[config.mk]
export PLATFORM = sky130hd
export DESIGN_NAME = mult_share_arbiter_taint
export DESIGN_NICKNAME = d
export VERILOG_FILES = /design/src/rtl/mult_share_arbiter_taint.sv
export SDC_FILE = /design/constraint.sdc
export NUM_CORES = 1
export LEC_CHECK = 0
export CORE_MARGIN = 2
export CORE_UTILIZATION = 40
export DETAILED_ROUTE_END_ITERATION = 12
export GPL_TIMING_DRIVEN = 1
export PLACE_DENSITY = 0.84
export SLEW_MARGIN = 30
export SYNTH_ARGS = -nofsm -noshare
export SYNTH_HDL_FRONTEND = slang
export SYNTH_SLANG_ARGS = --single-unit
[constraint.sdc]
create_clock -name clk -period 3.8 [get_ports clk]
set_input_delay 0.76 -clock clk [delete_from_list [all_inputs] [get_ports clk]]
set_output_delay 0.76 -clock clk [all_outputs]
set_load 0.01 [all_outputs]
[src/rtl/mult_share_arbiter_taint.sv]
// Round-robin arbiter/sequencer sharing one sequential multiplier between two
// clients, with taint tracking on every control output and data word.
module mult_share_arbiter_taint #(
  parameter int WIDTH = 4
) (
  input  logic               clk,
  input  logic               rst,
  input  logic               req0,
  input  logic               req1,
  input  logic               req0_t,
  input  logic               req1_t,
  input  logic [WIDTH-1:0]   a0,
  input  logic [WIDTH-1:0]   b0,
  input  logic [WIDTH-1:0]   a1,
  input  logic [WIDTH-1:0]   b1,
  input  logic               a0_t,
  input  logic               b0_t,
  input  logic               a1_t,
  input  logic               b1_t,
  output logic               mult_start,
  output logic               mult_start_t,
  output logic [WIDTH-1:0]   mult_md,
  output logic [WIDTH-1:0]   mult_mr,
  output logic               mult_md_t,
  output logic               mult_mr_t,
  input  logic               mult_done,
  input  logic               mult_done_t,
  input  logic [2*WIDTH-1:0] mult_product,
  input  logic               mult_product_t,
  output logic               done0,
  output logic               done1,
  output logic               done0_t,
  output logic               done1_t,
  output logic [2*WIDTH-1:0] product,
  output logic               product_t,
  output logic               busy,
  output logic               busy_t
);

  localparam logic [1:0] IDLE  = 2'd0;
  localparam logic [1:0] ISSUE = 2'd1;
  localparam logic [1:0] WAIT  = 2'd2;
  localparam logic [1:0] RESP  = 2'd3;

  logic [1:0]         state_r;
  logic [1:0]         state_nxt_s;
  logic               owner_r;
  logic               last_r;
  logic               ctrl_t_r;
  logic [WIDTH-1:0]   md_r;
  logic [WIDTH-1:0]   mr_r;
  logic               md_t_r;
  logic               mr_t_r;
  logic [2*WIDTH-1:0] product_r;
  logic               product_t_r;

  logic               any_req_s;
  logic               req_t_s;
  logic               win_s;
  logic [WIDTH-1:0]   win_a_s;
  logic [WIDTH-1:0]   win_b_s;
  logic               win_a_t_s;
  logic               win_b_t_s;

  // Under contention the client that was not served last wins.
  function automatic logic pick_winner(input logic r0, input logic r1, input logic lst);
    return r1 & (~r0 | ~lst);
  endfunction

  assign any_req_s = req0 | req1;
  assign req_t_s   = req0_t | req1_t;
  assign win_s     = pick_winner(req0, req1, last_r);
  assign win_a_s   = win_s ? a1 : a0;
  assign win_b_s   = win_s ? b1 : b0;
  assign win_a_t_s = win_s ? a1_t : a0_t;
  assign win_b_t_s = win_s ? b1_t : b0_t;

  // Next-state decode for the IDLE/ISSUE/WAIT/RESP job sequence.
  always_comb begin
    state_nxt_s = state_r;
    case (state_r)
      IDLE: begin
        if (any_req_s) begin
          state_nxt_s = ISSUE;
        end else begin
          state_nxt_s = IDLE;
        end
      end
      ISSUE: state_nxt_s = WAIT;
      WAIT: begin
        if (mult_done) begin
          state_nxt_s = RESP;
        end else begin
          state_nxt_s = WAIT;
        end
      end
      RESP:    state_nxt_s = IDLE;
      default: state_nxt_s = IDLE;
    endcase
  end

  // State, grant, operand/product latches and taint registers.
  always_ff @(posedge clk) begin
    if (rst) begin
      state_r     <= IDLE;
      owner_r     <= 1'b0;
      last_r      <= 1'b1;
      ctrl_t_r    <= 1'b0;
      md_r        <= '0;
      mr_r        <= '0;
      md_t_r      <= 1'b0;
      mr_t_r      <= 1'b0;
      product_r   <= '0;
      product_t_r <= 1'b0;
    end else begin
      state_r <= state_nxt_s;
      case (state_r)
        IDLE: begin
          // Request taint is tracked even with no request, so a missing grant is tainted too.
          ctrl_t_r <= req_t_s;
          if (any_req_s) begin
            owner_r <= win_s;
            md_r    <= win_a_s;
            mr_r    <= win_b_s;
            md_t_r  <= win_a_t_s | req_t_s;
            mr_t_r  <= win_b_t_s | req_t_s;
          end
        end
        WAIT: begin
          ctrl_t_r <= ctrl_t_r | mult_done_t;
          if (mult_done) begin
            product_r   <= mult_product;
            product_t_r <= mult_product_t | ctrl_t_r | mult_done_t;
          end
        end
        RESP: last_r <= owner_r;
        default: begin
        end
      endcase
    end
  end

  assign mult_start   = (state_r == ISSUE);
  assign busy         = (state_r != IDLE);
  assign done0        = (state_r == RESP) & ~owner_r;
  assign done1        = (state_r == RESP) & owner_r;
  assign mult_start_t = ctrl_t_r;
  assign busy_t       = ctrl_t_r;
  assign done0_t      = ctrl_t_r;
  assign done1_t      = ctrl_t_r;
  assign mult_md      = md_r;
  assign mult_mr      = mr_r;
  assign mult_md_t    = md_t_r;
  assign mult_mr_t    = mr_t_r;
  assign product      = product_r;
  assign product_t    = product_t_r;

endmodule

==> summary.md <==
| Metric | Value |
|---|---|
| Worst min path class | reg -> reg |
| Crit Path Max Fanout | 5 |
| Max Slew Vio Count | 0 |
| Clk sink count | 24 |
| Run status | completed |
| DP HPWL | 2380 µm |
| Synth top area share | 44.0% |
| Yosys cell types | 24 |
| Syn Nets | 167 |
| Clk slew on worst S/H paths | 0.12 ns |
| Area delta synth->final | 59.2% |
| Largest net degree at the start of global routing | 25 |
| Hold-fix buffers, CTS | 0 |
| Diode count | 0 |
| Global-route wire length before repair | 4860 µm |
| Tmin final | 2.46 ns |
| Placer congestion estimate | 0.717 |
| Worst vdd ir | between 0.3 and 0.4 mV |
| Nets | ~230 |
| Drt initial violations | 17 |
| Max Buffers Root-to-Sink | 2 |
| GRT Overall Usage | 19.7% |
| First-pass DRT Iterations | 4 |
| Synth Cell Area | 1090 µm² |
| H-tree depth | 1 |
| Post-CTS Setup Bufs | 0 |
| Top cells by area, synth | dfxtp_1, nand2_1, a211oi_2, a21oi_1, nor2_1 |
| Vias in the first global route | between 1,000 and 1,500 |
| CTS buffer count | 3 |
| Vias/cell | 4.98 |
| Initial antenna violation count | 0 |
| Wire per inst | about 14 µm |
| Final WL | ~3000 µm |
| Worst setup path class | reg -> out |
| RSZ-0062 raised after global routing | no |
| Share of layout cells above drive strength 1 | 8.11% |
| Initial Utilization | about 43% |
| Std cell rows | 18 |
| Die Wd | 56.2 µm |
| Die Ht | 56.2 µm |
| Worst-Skew Late Latency | 0.32 ns |
| Grt total ovfl | 0 |
| PwrDens | 397 nW/µm² |
| Yosys warnings | 0 |
| CTS-repair resized insts | 0 |
| Final Skew | 0.0117 ns |
| Final Hold Fails | 0 |
| Core area | roughly 2500 µm² |
| Setup-failing EPs final | 0 |
| # IOs | 64 |
| Post-synthesis sequential area ratio | 44.0% |
| CTS tree | yes |
| Vias | between 1,000 and 1,500 |
| WP data required | 3.04 ns |
| Period utilization | between 60% and 70% |
| #FFs+latches synth | 24 |
| Syn avg cell area | approximately 8.7 µm² |
| Final core occ | slightly below 70% |
| Worst endpoint data arrival time | around 1.7 ns |
| Nature of the critical path startpoint | register |
| Crit. End Element | output pin |
| Final antenna-violating net count | 0 |
| Clock root cell | clkbuf_4 |
| Max Fclk | about 410 MHz |
| Leakage | 0.655 nW |
| Slew @ Worst Pin | 0.506 ns |
| Fill cell count | 204 |
| Leading area contributor after synthesis | dfxtp_1 |
| Buffers on Ports | 63 |
| Max-Cap Viols | 0 |
| Setup TNS | 0 ns |
| DIE AREA | between 3000 and 4000 µm² |
| Drc violations | 0 |
| Syn Inst Count | roughly 130 |
| Worst relative slew slack | 66.3% |
area by class of cell:
cell class | instances | area (µm²) | share of cell area (%)
clock buffer | 4 | 36.3 | 2.09
inverter | 6 | 22.5 | 1.30
timing repair buffer | 63 | 626 | 36.0
multi-input combinational | 88 | 534 | 30.8
tap | 30 | 37.5 | 2.16
sequential | 24 | 480 | 27.7
routing by layer:
layer | GRT usage [%] | routed length, µm | vias up | part of all wire [%]
met5 | 0 | 0 | - | 0
met4 | 7.48 | 51 | 0 | 1.7
met3 | 5.12 | 90 | 6 | 3.0
met2 | 35.3 | 1570 | 22 | 53
met1 | 22.0 | 1270 | 499 | 43
li1 | - | - | 544 | -
placed cells by master, fill, tap and decap left out:
master and count:
a21oi_1 17, clkbuf_4 3, buf_2 1, o32ai_1 2, clkdlybuf4s50_1 62, nor2b_1 3
and2_1 2, a21boi_4 1, ha_1 4, clkbuf_8 1, o21a_2 1, a211oi_2 7
nor4_1 1, nor2_1 14, nor3_1 2, a22oi_1 1, a211o_1 1, nand2_1 25
inv_1 6, a211oi_1 5, dfxtp_1 24, o21ai_2 1, a21bo_1 1
report_power, final:
group	total (W)	switching (W)	internal [W]
clock	0.000134	0.0000752	0.0000586
sequential	0.000303	0.0000202	0.000283
combinational	0.000252	0.000115	0.000137
worst max-delay path: stages (launching register included):
cell,delay [ns]
dfxtp_1,0.39
inv_1,0.08
ha_1,0.24
inv_1,0.13
clkdlybuf4s50_1,0.55
cells by family (layout without fill, tap and decap cells):
group           after synthesis  after routing  synth area share (%)
compound gates               37             37                  26.6
fa+ha+maj                     4              4                  4.59
buf+inv                      14             73                  6.99
flops                        24             24                  44.0
simple gates                 47             47                  17.8
Yosys cell counts (all sizes together):
master and n:
nand2 25, dfxtp 24, a21oi 17, nor2 14, a211oi 12, buf 7, inv 6, ha 4
nor2b 3, and2 2, nor3 2, o32ai 2, a211o 1, a21bo 1, a21boi 1, a22oi 1
clkbuf 1, nor4 1, o21a 1, o21ai 1
sequential cells by signal (all words and copies together), names as in the netlist:
signal	cells
mult_mr	4
state_r	2
busy_t	1
product_t	1
mult_mr_t	1
owner_r	1
product	8
last_r	1
mult_md	4
mult_md_t	1
stage by stage:
step | hold WS, ns | std cells | worst slack, ns | instance area, µm² | total power, W
final | 0.467 | 215 | 1.34 | 1740 | 0.000689
after global routing | 0.486 | 215 | 1.23 | 1740 | 0.000727
after CTS | 0.471 | 215 | 1.33 | 1740 | 0.000693
after detailed placement | 0.453 | 211 | 1.50 | 1710 | 0.000561
after global placement | 0.447 | 211 | 1.57 | 1710 | 0.000554
after floorplan | 0.481 | 126 | 2.29 | 1090 | 0.000439
worst paths after layout:
check	start	slack [ns]	to	cells past startpoint
worst max register to register	state_r[1]	2.41	mult_mr_t	5
worst max-delay path	state_r[1]	1.34	busy	4
worst min register to register	product[2]	0.47	product[2]	2
worst min-delay path	product[2]	0.47	product[2]	2
No activity file was read; power rests on OpenSTA's default activity.
